<file path="config.mk">
export PLATFORM = sky130hd
export DESIGN_NAME = ram_port_arbiter_flat
export DESIGN_NICKNAME = d
export VERILOG_FILES = /design/src/rtl/ram_arb_pkg.sv /design/src/rtl/ram_port_arbiter_if.sv /design/src/rtl/ram_arb_prio.sv /design/src/rtl/ram_port_arbiter.sv /design/src/flat_wrapper.sv
export SDC_FILE = /design/constraint.sdc
export NUM_CORES = 1
export LEC_CHECK = 0
export CORE_AREA = 2 2 204 206
export CTS_BUF_LIST = sky130_fd_sc_hd__clkbuf_4 sky130_fd_sc_hd__clkbuf_8 sky130_fd_sc_hd__clkbuf_16
export CTS_CLUSTER_SIZE = 10
export DETAILED_ROUTE_END_ITERATION = 16
export DIE_AREA = 0 0 206 208
export PLACE_DENSITY = 0.57
export SLEW_MARGIN = 0
export SYNTH_ARGS = -nofsm -noshare
export SYNTH_HDL_FRONTEND = slang
export SYNTH_SLANG_ARGS = --single-unit
</file>
<file path="constraint.sdc">
create_clock -name clk -period 1.6 [get_ports clk]
set_input_delay 0.32 -clock clk [delete_from_list [all_inputs] [get_ports clk]]
set_output_delay 0.32 -clock clk [all_outputs]
set_load 0.005 [all_outputs]
</file>
<file path="src/rtl/ram_arb_pkg.sv">
// Shared types for the RAM port arbiter: FSM states, requester ids and
// the per-transaction control word held between accept and response.
package ram_arb_pkg;

  localparam int DEF_DATA_W     = 64;
  localparam int DEF_ADDR_W     = 64;
  localparam int DEF_RAM_AW     = 28;
  localparam int DEF_STARVE_MAX = 4;

  typedef enum logic [1:0] {
    IDLE   = 2'd0,
    ACCESS = 2'd1,
    RESP   = 2'd2
  } state_t;

  typedef enum logic {
    OWN_IF = 1'b0,
    OWN_D  = 1'b1
  } owner_t;

  typedef struct packed {
    owner_t owner;
    logic   we;
    logic   err;
  } txn_ctl_t;

endpackage

</file>
<file path="src/rtl/ram_port_arbiter_if.sv">
// Fetch, data and RAM-side signals of the arbiter grouped as one bundle;
// slave is the arbiter's view, master is the core/RAM side.
interface ram_port_arbiter_if #(
  parameter int DATA_W = 64,
  parameter int ADDR_W = 64
) ();

  logic              if_req_valid;
  logic              if_req_ready;
  logic [ADDR_W-1:0] if_req_addr;
  logic              if_rsp_valid;
  logic              if_rsp_ready;
  logic [DATA_W-1:0] if_rsp_data;
  logic              if_rsp_err;

  logic              d_req_valid;
  logic              d_req_ready;
  logic              d_req_we;
  logic [ADDR_W-1:0] d_req_addr;
  logic [DATA_W-1:0] d_req_wdata;
  logic              d_rsp_valid;
  logic              d_rsp_ready;
  logic [DATA_W-1:0] d_rsp_data;
  logic              d_rsp_err;

  logic              ram_we;
  logic [ADDR_W-1:0] ram_addr;
  logic [DATA_W-1:0] ram_wdata;
  logic [DATA_W-1:0] ram_rdata;

  modport slave (
    input  if_req_valid, if_req_addr, if_rsp_ready,
    input  d_req_valid, d_req_we, d_req_addr, d_req_wdata, d_rsp_ready,
    input  ram_rdata,
    output if_req_ready, if_rsp_valid, if_rsp_data, if_rsp_err,
    output d_req_ready, d_rsp_valid, d_rsp_data, d_rsp_err,
    output ram_we, ram_addr, ram_wdata
  );

  modport master (
    output if_req_valid, if_req_addr, if_rsp_ready,
    output d_req_valid, d_req_we, d_req_addr, d_req_wdata, d_rsp_ready,
    output ram_rdata,
    input  if_req_ready, if_rsp_valid, if_rsp_data, if_rsp_err,
    input  d_req_ready, d_rsp_valid, d_rsp_data, d_rsp_err,
    input  ram_we, ram_addr, ram_wdata
  );

endinterface

</file>
<file path="src/rtl/ram_arb_prio.sv">
// Winner select between fetch and data plus the fetch starvation counter.
// Data has priority until fetch has watched STARVE_MAX data grants go by.
module ram_arb_prio
  import ram_arb_pkg::*;
#(
  parameter int STARVE_MAX = DEF_STARVE_MAX,
  localparam int CNT_W = $clog2(STARVE_MAX + 1)
) (
  input  logic             clk,
  input  logic             reset,
  input  logic             i_idle,
  input  logic             i_if_valid,
  input  logic             i_d_valid,
  output logic             o_if_ready,
  output logic             o_d_ready,
  output logic [CNT_W-1:0] o_starve_cnt
);

  logic [CNT_W-1:0] r_cnt;
  logic             w_starved;
  logic             w_if_win;
  logic             w_d_win;

  assign w_starved = (r_cnt == CNT_W'(STARVE_MAX));
  assign w_if_win  = i_if_valid & (~i_d_valid | w_starved);
  assign w_d_win   = i_d_valid & ~w_if_win;

  assign o_if_ready   = i_idle & w_if_win;
  assign o_d_ready    = i_idle & w_d_win;
  assign o_starve_cnt = r_cnt;

  // Only data grants that actually made fetch wait count toward starvation.
  always_ff @(posedge clk) begin
    if (reset)
      r_cnt <= '0;
    else if (o_if_ready & i_if_valid)
      r_cnt <= '0;
    else if (o_d_ready & i_d_valid & i_if_valid & ~w_starved)
      r_cnt <= r_cnt + 1'b1;
  end

endmodule

</file>
<file path="src/rtl/ram_port_arbiter.sv">
// Shares one single-port word RAM between instruction fetch and data memory:
// one transaction at a time, IDLE -> ACCESS -> RESP, registered response.
module ram_port_arbiter
  import ram_arb_pkg::*;
#(
  parameter int DATA_W     = DEF_DATA_W,
  parameter int ADDR_W     = DEF_ADDR_W,
  parameter int RAM_AW     = DEF_RAM_AW,
  parameter int STARVE_MAX = DEF_STARVE_MAX
) (
  input logic clk,
  input logic reset,
  ram_port_arbiter_if.slave bus
);

  localparam int CNT_W = $clog2(STARVE_MAX + 1);

  state_t            r_state;
  state_t            w_state_nxt;
  txn_ctl_t          r_ctl;
  logic [RAM_AW-1:0] r_addr;
  logic [DATA_W-1:0] r_wdata;
  logic [DATA_W-1:0] r_rsp_data;

  logic              w_idle;
  logic              w_access;
  logic              w_resp;
  logic              w_if_ready;
  logic              w_d_ready;
  logic              w_if_acc;
  logic              w_d_acc;
  logic [ADDR_W-1:0] w_acc_addr;
  logic              w_acc_err;
  logic              w_rsp_ready;
  logic [CNT_W-1:0]  w_starve_cnt;

  assign w_idle   = (r_state == IDLE) & ~reset;
  assign w_access = (r_state == ACCESS);
  assign w_resp   = (r_state == RESP);

  ram_arb_prio #(.STARVE_MAX(STARVE_MAX)) u_prio (
    .clk          (clk),
    .reset        (reset),
    .i_idle       (w_idle),
    .i_if_valid   (bus.if_req_valid),
    .i_d_valid    (bus.d_req_valid),
    .o_if_ready   (w_if_ready),
    .o_d_ready    (w_d_ready),
    .o_starve_cnt (w_starve_cnt)
  );

  assign bus.if_req_ready = w_if_ready;
  assign bus.d_req_ready  = w_d_ready;

  assign w_if_acc   = bus.if_req_valid & w_if_ready;
  assign w_d_acc    = bus.d_req_valid & w_d_ready;
  assign w_acc_addr = w_d_acc ? bus.d_req_addr : bus.if_req_addr;
  assign w_acc_err  = |w_acc_addr[ADDR_W-1:RAM_AW];

  assign w_rsp_ready = (r_ctl.owner == OWN_D) ? bus.d_rsp_ready : bus.if_rsp_ready;

  always_comb begin
    w_state_nxt = r_state;
    unique case (r_state)
      IDLE:    if (w_if_acc | w_d_acc) w_state_nxt = ACCESS;
      ACCESS:  w_state_nxt = RESP;
      RESP:    if (w_rsp_ready) w_state_nxt = IDLE;
      default: w_state_nxt = IDLE;
    endcase
  end

  // Reset drops any in-flight transaction outright; nothing is answered.
  always_ff @(posedge clk) begin
    if (reset) begin
      r_state    <= IDLE;
      r_ctl      <= '0;
      r_addr     <= '0;
      r_wdata    <= '0;
      r_rsp_data <= '0;
    end else begin
      r_state <= w_state_nxt;
      if (w_if_acc | w_d_acc) begin
        r_ctl.owner <= w_d_acc ? OWN_D : OWN_IF;
        r_ctl.we    <= w_d_acc & bus.d_req_we;
        r_ctl.err   <= w_acc_err;
        r_addr      <= w_acc_addr[RAM_AW-1:0];
        r_wdata     <= w_d_acc ? bus.d_req_wdata : '0;
      end
      if (w_access)
        r_rsp_data <= (r_ctl.we | r_ctl.err) ? '0 : bus.ram_rdata;
    end
  end

  assign bus.ram_we    = w_access & r_ctl.we & ~r_ctl.err & ~reset;
  assign bus.ram_addr  = w_access ? {{(ADDR_W-RAM_AW){1'b0}}, r_addr} : '0;
  assign bus.ram_wdata = w_access ? r_wdata : '0;

  assign bus.if_rsp_valid = w_resp & (r_ctl.owner == OWN_IF);
  assign bus.d_rsp_valid  = w_resp & (r_ctl.owner == OWN_D);
  assign bus.if_rsp_data  = bus.if_rsp_valid ? r_rsp_data : '0;
  assign bus.d_rsp_data   = bus.d_rsp_valid ? r_rsp_data : '0;
  assign bus.if_rsp_err   = bus.if_rsp_valid & r_ctl.err;
  assign bus.d_rsp_err    = bus.d_rsp_valid & r_ctl.err;

endmodule
</file>
<file path="src/flat_wrapper.sv">
// flat-port wrapper written by rule: the top's interface ports become plain ports
module ram_port_arbiter_flat import ram_arb_pkg::*;
#(
  parameter int DATA_W     = DEF_DATA_W,
  parameter int ADDR_W     = DEF_ADDR_W,
  parameter int RAM_AW     = DEF_RAM_AW,
  parameter int STARVE_MAX = DEF_STARVE_MAX
)
  (clk, reset, bus_if_req_valid, bus_if_req_addr, bus_if_rsp_ready, bus_d_req_valid, bus_d_req_we, bus_d_req_addr, bus_d_req_wdata, bus_d_rsp_ready, bus_ram_rdata, bus_if_req_ready, bus_if_rsp_valid, bus_if_rsp_data, bus_if_rsp_err, bus_d_req_ready, bus_d_rsp_valid, bus_d_rsp_data, bus_d_rsp_err, bus_ram_we, bus_ram_addr, bus_ram_wdata);
  ram_port_arbiter_if #(.DATA_W(DATA_W), .ADDR_W(ADDR_W)) bus_i ();
  input logic clk;
  input logic reset;
  input wire logic [$bits(bus_i.if_req_valid)-1:0] bus_if_req_valid;
  input wire logic [$bits(bus_i.if_req_addr)-1:0] bus_if_req_addr;
  input wire logic [$bits(bus_i.if_rsp_ready)-1:0] bus_if_rsp_ready;
  input wire logic [$bits(bus_i.d_req_valid)-1:0] bus_d_req_valid;
  input wire logic [$bits(bus_i.d_req_we)-1:0] bus_d_req_we;
  input wire logic [$bits(bus_i.d_req_addr)-1:0] bus_d_req_addr;
  input wire logic [$bits(bus_i.d_req_wdata)-1:0] bus_d_req_wdata;
  input wire logic [$bits(bus_i.d_rsp_ready)-1:0] bus_d_rsp_ready;
  input wire logic [$bits(bus_i.ram_rdata)-1:0] bus_ram_rdata;
  output wire logic [$bits(bus_i.if_req_ready)-1:0] bus_if_req_ready;
  output wire logic [$bits(bus_i.if_rsp_valid)-1:0] bus_if_rsp_valid;
  output wire logic [$bits(bus_i.if_rsp_data)-1:0] bus_if_rsp_data;
  output wire logic [$bits(bus_i.if_rsp_err)-1:0] bus_if_rsp_err;
  output wire logic [$bits(bus_i.d_req_ready)-1:0] bus_d_req_ready;
  output wire logic [$bits(bus_i.d_rsp_valid)-1:0] bus_d_rsp_valid;
  output wire logic [$bits(bus_i.d_rsp_data)-1:0] bus_d_rsp_data;
  output wire logic [$bits(bus_i.d_rsp_err)-1:0] bus_d_rsp_err;
  output wire logic [$bits(bus_i.ram_we)-1:0] bus_ram_we;
  output wire logic [$bits(bus_i.ram_addr)-1:0] bus_ram_addr;
  output wire logic [$bits(bus_i.ram_wdata)-1:0] bus_ram_wdata;
  assign bus_i.if_req_valid = bus_if_req_valid;
  assign bus_i.if_req_addr = bus_if_req_addr;
  assign bus_i.if_rsp_ready = bus_if_rsp_ready;
  assign bus_i.d_req_valid = bus_d_req_valid;
  assign bus_i.d_req_we = bus_d_req_we;
  assign bus_i.d_req_addr = bus_d_req_addr;
  assign bus_i.d_req_wdata = bus_d_req_wdata;
  assign bus_i.d_rsp_ready = bus_d_rsp_ready;
  assign bus_i.ram_rdata = bus_ram_rdata;
  assign bus_if_req_ready = bus_i.if_req_ready;
  assign bus_if_rsp_valid = bus_i.if_rsp_valid;
  assign bus_if_rsp_data = bus_i.if_rsp_data;
  assign bus_if_rsp_err = bus_i.if_rsp_err;
  assign bus_d_req_ready = bus_i.d_req_ready;
  assign bus_d_rsp_valid = bus_i.d_rsp_valid;
  assign bus_d_rsp_data = bus_i.d_rsp_data;
  assign bus_d_rsp_err = bus_i.d_rsp_err;
  assign bus_ram_we = bus_i.ram_we;
  assign bus_ram_addr = bus_i.ram_addr;
  assign bus_ram_wdata = bus_i.ram_wdata;
  ram_port_arbiter #(.DATA_W(DATA_W), .ADDR_W(ADDR_W), .RAM_AW(RAM_AW), .STARVE_MAX(STARVE_MAX)) u_core (.clk(clk), .reset(reset), .bus(bus_i));
endmodule
</file>
## Word level (Yosys, flattened, before mapping)

Cells that the tools add are included.
W data, S select, Z words.

- Register bits: 164
- Bits of input ports: 263
- Output and inout bits: 263
- Logic and storage cells: 56

- Add/sub/neg operators: 1
- Equality and inequality tests: 5
- Multiplexer cells: 12
- Bitwise gates (word level): 26
- Reduce and logical (&&, ||, !) cells: 4

Operators by type and width:

| cell | number |
|---|---|
| $mux W64 | 6 |
| $reduce_or A36 Y1 | 1 |
| $mux W28 | 1 |
| $and A1 B1 Y1 | 17 |
| $not A1 Y1 | 6 |
| $pmux W2 S3 | 1 |
| $mux W2 | 2 |
| $ne A2 B2 Y1 const B | 2 |
| $add A3 B1 Y3 const B | 1 |
| $eq A3 B3 Y1 const B | 1 |
| $or A1 B1 Y1 | 3 |
| $eq A2 B1 Y1 const B | 1 |
| $eq A2 B2 Y1 const B | 1 |
| $logic_not A2 Y1 | 1 |
| $mux W1 | 2 |
| $reduce_and A2 Y1 | 1 |
| $reduce_or A2 Y1 | 1 |

## Logic depth before layout (Yosys ltp)

- Word-level depth: 10
- Depth in mapped cells: 8
- Depth with buffers taken out: 7

## Cells and area by module

A second synthesis with hierarchy kept.

- Cells, all modules: 875
- Area total of the unflattened synthesis: 7647.3 um^2

By module, submodules not included:

| module | times used | cells each | area each (um^2) | seq. area each (um^2) |
|---|---|---|---|---|
| ram_port_arbiter | 1 | 849 | 7438.4 | 3223.1 |
| ram_arb_prio | 1 | 26 | 209.0 | 60.1 |

## Worst setup path after synthesis

Ideal clock, no wire load.

- Kind: reg-to-output
- Start: register u_core.r_state[1]
- End: output port bus_if_rsp_data[14]
- Data arrival time: 1.310 ns
- Data required time: 1.280 ns
- Setup slack: -0.030 ns
- Cell stages (with the launch flop): 5
- Path buffers: 2
- Path through: dfxtp_1 > nor3b_1 > buf_1 > clkbuf_1 > and2_1

- Word-level cells in the longest chain between the ends: 3

Ends and longest elaborated chain:

| element | RTL line | text |
|---|---|---|
| start: declaration | ram_port_arbiter.sv:18 | `state_t r_state;` |
| start signal: assignment | ram_port_arbiter.sv:81 | `r_state <= w_state_nxt;` |
| $eq A2 B2 Y1 | ram_port_arbiter.sv:39 | `assign w_resp = (r_state == RESP);` |
| $and A1 B1 Y1 | ram_port_arbiter.sv:98 | `assign bus.if_rsp_valid = w_resp & (r_ctl.owner == OWN_IF);` |
| $mux W64 | ram_port_arbiter.sv:100 | `assign bus.if_rsp_data = bus.if_rsp_valid ? r_rsp_data : '0;` |
| end: declaration | flat_wrapper.sv:24 | `output wire logic [$bits(bus_i.if_rsp_data)-1:0] bus_if_rsp_data;` |

No other way between the ends.

## Worst setup path in the final report

- Start: register u_core.r_state[1]
- End: output port bus_if_rsp_data[27]

The elaborated chain is that of the path after synthesis.

==> results.py <==
metrics = {
    "outcome": {
        "status": "complete, but fails checks",
        "violations": "negative setup slack",
    },
    "floorplan": {
        "die_h_um": 208,
        "num_rows": 74,
        "fp.coreArea_sq_um": 40600,
        "pin_count": 526,
        "die-area_sq_um": 42800,
        "start_util": 0.187,
        "die_x_um": 206,
    },
    "logic_synthesis": {
        "syn_area_sq_um": 7580,
        "synth_area_leaders": "dfxtp_1, and2_1, a22o_1",
        "synth_edf_count": 0,
        "ys_ff_latch": 164,
        "synth_warnings": 0,
        "yosysTopAreaCell": "dfxtp_1",
        "avgSynthCellArea_sq_um": 9.07,
        "synth_seq_area_share": 0.433,
        "postSynth.asyncResetShare": 0,
        "ys.flop_type": "dfxtp_1",
        "synth_cell_types": 37,
        "synth_top_area_share": 0.433,
        "synthCells": 835,
    },
    "pwr": {
        "ir_drop_v": 0.000748,
        "p_leak_nw": 7.34,
        "p_seq_frac": 0.399,
        "pwr-share-comb": 0.250,
        "p_int_mw": 8.26,
        "pwr-share-clk": 0.352,
        "power_density_nw_per_um2": 740,
        "switching_share": 0.286,
        "p_switching_mw": 3.31,
    },
    "run": {
        "maxCapViolations": 0,
    },
    "placement": {
        "io_buffer_count": 489,
        "dpl_worst_slack_ns": -0.616,
        "dp_hpwl_um": 22800,
        "gp_congestion": 0.810,
    },
    "worst_setup_path": {
        "cp_data_arrival_time_ns": 1.96,
        "startpoint": "u_core.r_state[1]",
        "critPathCaptureType": "output pin",
        "cp-endpoint": "bus_if_rsp_data[27]",
        "cp_max_fo": 8,
        "r2r-end": "u_core.r_wdata[47]",
        "setup.worst_path.start_class": "flop",
        "rr_worst_depth": 9,
        "critPathKind": "flop to output pin",
        "rr_startpoint": "u_core.r_state[0]",
        "required_ns": 1.28,
        "r2r_setup_slack_ns": -0.28,
    },
    "cells_and_area": {
        "syn2layout_area_growth_pct": 106,
        "fin_nets": 1694,
        "n_antenna_cell": 0,
        "drive_above_1_share": 0.366,
    },
    "cts": {
        "clk_latency_ns": 0.44,
        "cts_made_buffers": 17,
        "cts.clk_slew.worst_paths_ns": 0.07,
        "holdBufCountCts": 0,
        "root_buffer": "clkbuf_16",
        "htreeDepth": 4,
        "cts.path.max_buffers": 2,
        "cts_sinks": 164,
        "cts_tree": "done",
    },
    "detailed_routing": {
        "first_iter_violations": 363,
        "detail_route.first_pass.iterations": 4,
        "dr_total_vias": 8398,
        "drt-total-wl_um": 37500,
        "antenna_left": 0,
        "wl_per_cell_um": 19.0,
        "via_per_inst": 4.25,
        "drc_errors": 0,
    },
    "timing": {
        "setup_tns_ns": -134.82,
        "setup_viol": 324,
        "relSlewSlack": 0.282,
        "hold-worst-slack_ns": 0.361,
        "slew_viol_final": 0,
        "min_period_ns": 2.28,
        "min_period_over_period": 1.43,
        "tightest_slew_ns": 1.08,
        "fmax_mhz": 438,
        "skew_ns": 0.00995,
        "finalWorstSetupSlack_ns": -0.685,
        "rsz0062_at_grt": "true",
        "hold_viol_final": 0,
    },
    "global_routing": {
        "antenna_found_initial": 5,
        "grt_max_degree": 94,
        "grt_overflow": 0,
        "grt_usage": 0.144,
        "grt_pass1_vias": 7568,
        "grt_pass1_wl_um": 46400,
    },
    "hold_path": {
        "holdPathStages": 4,
        "hold_path.class": "input pin to flop",
    },
}
## layout make-up
| class | count | area [sq um] |
|---|---|---|
| Clock buffer | 19 | 447 |
| Clock inverter | 13 | 118 |
| Multi-Input combinational cell | 595 | 4210 |
| Fill cell | 4039 | 24900 |
| Tap cell | 532 | 666 |
| Timing Repair Buffer | 648 | 6880 |
| Inverter | 3 | 16.3 |
| Sequential cell | 164 | 3290 |
## worst min path at each step
| stage | startpoint | end | slack (ns) |
|---|---|---|---|
| 3_5_place_dp | u_core.r_wdata[54] | u_core.r_wdata[54] | 0.45 |
| 4_1_cts | reset | u_core.r_state[1] | 0.33 |
| 5_1_grt | reset | u_core.r_state[1] | 0.36 |
| 2_1_floorplan | u_core.r_wdata[0] | u_core.r_wdata[0] | 0.43 |
| 3_3_place_gp | u_core.r_wdata[43] | u_core.r_wdata[43] | 0.45 |
| 6_report | reset | u_core.r_state[1] | 0.36 |
## registers in the layout, indices dropped and copies added, names as in the netlist
register                    count
u_core.r_addr                  28
u_core.r_ctl                    3
u_core.r_rsp_data              64
u_core.r_state                  2
u_core.r_wdata                 64
u_core.u_prio.o_starve_cnt      3
## stage by stage
stage                     area [sq um]  utilization  total power, mW  cells
final                            15600        0.385             11.6   1974
after global routing             15600        0.385             12.2   1974
after detailed placement         13100        0.324             6.76   1821
after global placement           13100        0.324             6.73   1821
after CTS                        14000        0.345             11.1   1868
after floorplan                   7710            -             5.53    870
## worst max-delay path: stages, from the launching register on
cell and delay [ns]:
dfxtp_4 0.38, nor3b_4 0.22, buf_12 0.17, buf_6 0.13, and2_1 0.13, clkdlybuf4s50_1 0.50
## synth_stat cells, drive strengths merged (2+ instances only)
library cell    n
nor4           21
a21oi           4
mux2i          29
and2          222
dfxtp         164
o2111ai         2
a22oi          64
a22o           65
ha              2
nand3b          2
nand3           4
nand4           3
clkbuf         41
nor2           98
buf            67
a211oi         28
inv             3
nor3            3
## per-layer routing
metal	GRT usage	vias up	wire [um]
met1	0.164	3963	14400
met5	0	-	27
li1	-	4002	-
met3	0.0426	45	2800
met4	0.0458	4	967
met2	0.257	384	19200
## cells in the final DEF, fill, tap and decap left out, drive strengths merged
cell and count:
and2 222, nor4b 1, clkinv 6, nand3b 2
nor2 98, ha 2, nand4 3, clkdlybuf4s15 1
nor3b 1, a21bo 1, clkbuf 86, a21oi 4
or4b 1, buf 286, nor3 3, clkdlybuf4s50 263
nand2b 1, o21ai 1, a211oi 28, nor4 21
and3b 1, a21boi 1, inv 8, dfxtp 164
conb 36, nor2b 1, o2111ai 2, nand2 1
a21o 1, dlymetal6s2s 31, a22oi 64, mux2i 29
nand3 4, a22o 65, o21a 1, clkinvlp 2
## power by group through the flow
stage               combinational (mW)  clock, mW  sequential [mW]
floorplan                        0.928          0             4.60
global placement                  2.06          0             4.67
detailed placement                2.08          0             4.68
CTS                               2.27       4.27             4.59
global route                      3.09       4.44             4.64
finish                            2.89       4.07             4.61
## timing repair
item | 4_1_cts | 5_1_grt
buffers inserted | 8 | 88
cloned | 7 | 21
resized for setup | 220 | 732
pin swaps | 6 | 52
setup endpoints to repair | 360 | 334
hold endpoints to repair | 0 | 0
## kinds of logic (layout without fill, tap and decap cells)
family | count (synthesis) | in the layout | share of synthesized area
adders and majority gates | 2 | 2 | 0.00330
muxes | 29 | 29 | 0.0383
DFF | 164 | 164 | 0.433
AOI/OAI and AO/OA | 168 | 168 | 0.176
buffers and inverters | 111 | 683 | 0.0796
and+or+nand+nor | 360 | 360 | 0.269
other | 1 | 36 | 0.000495
Power figures use the tool's default switching activity.
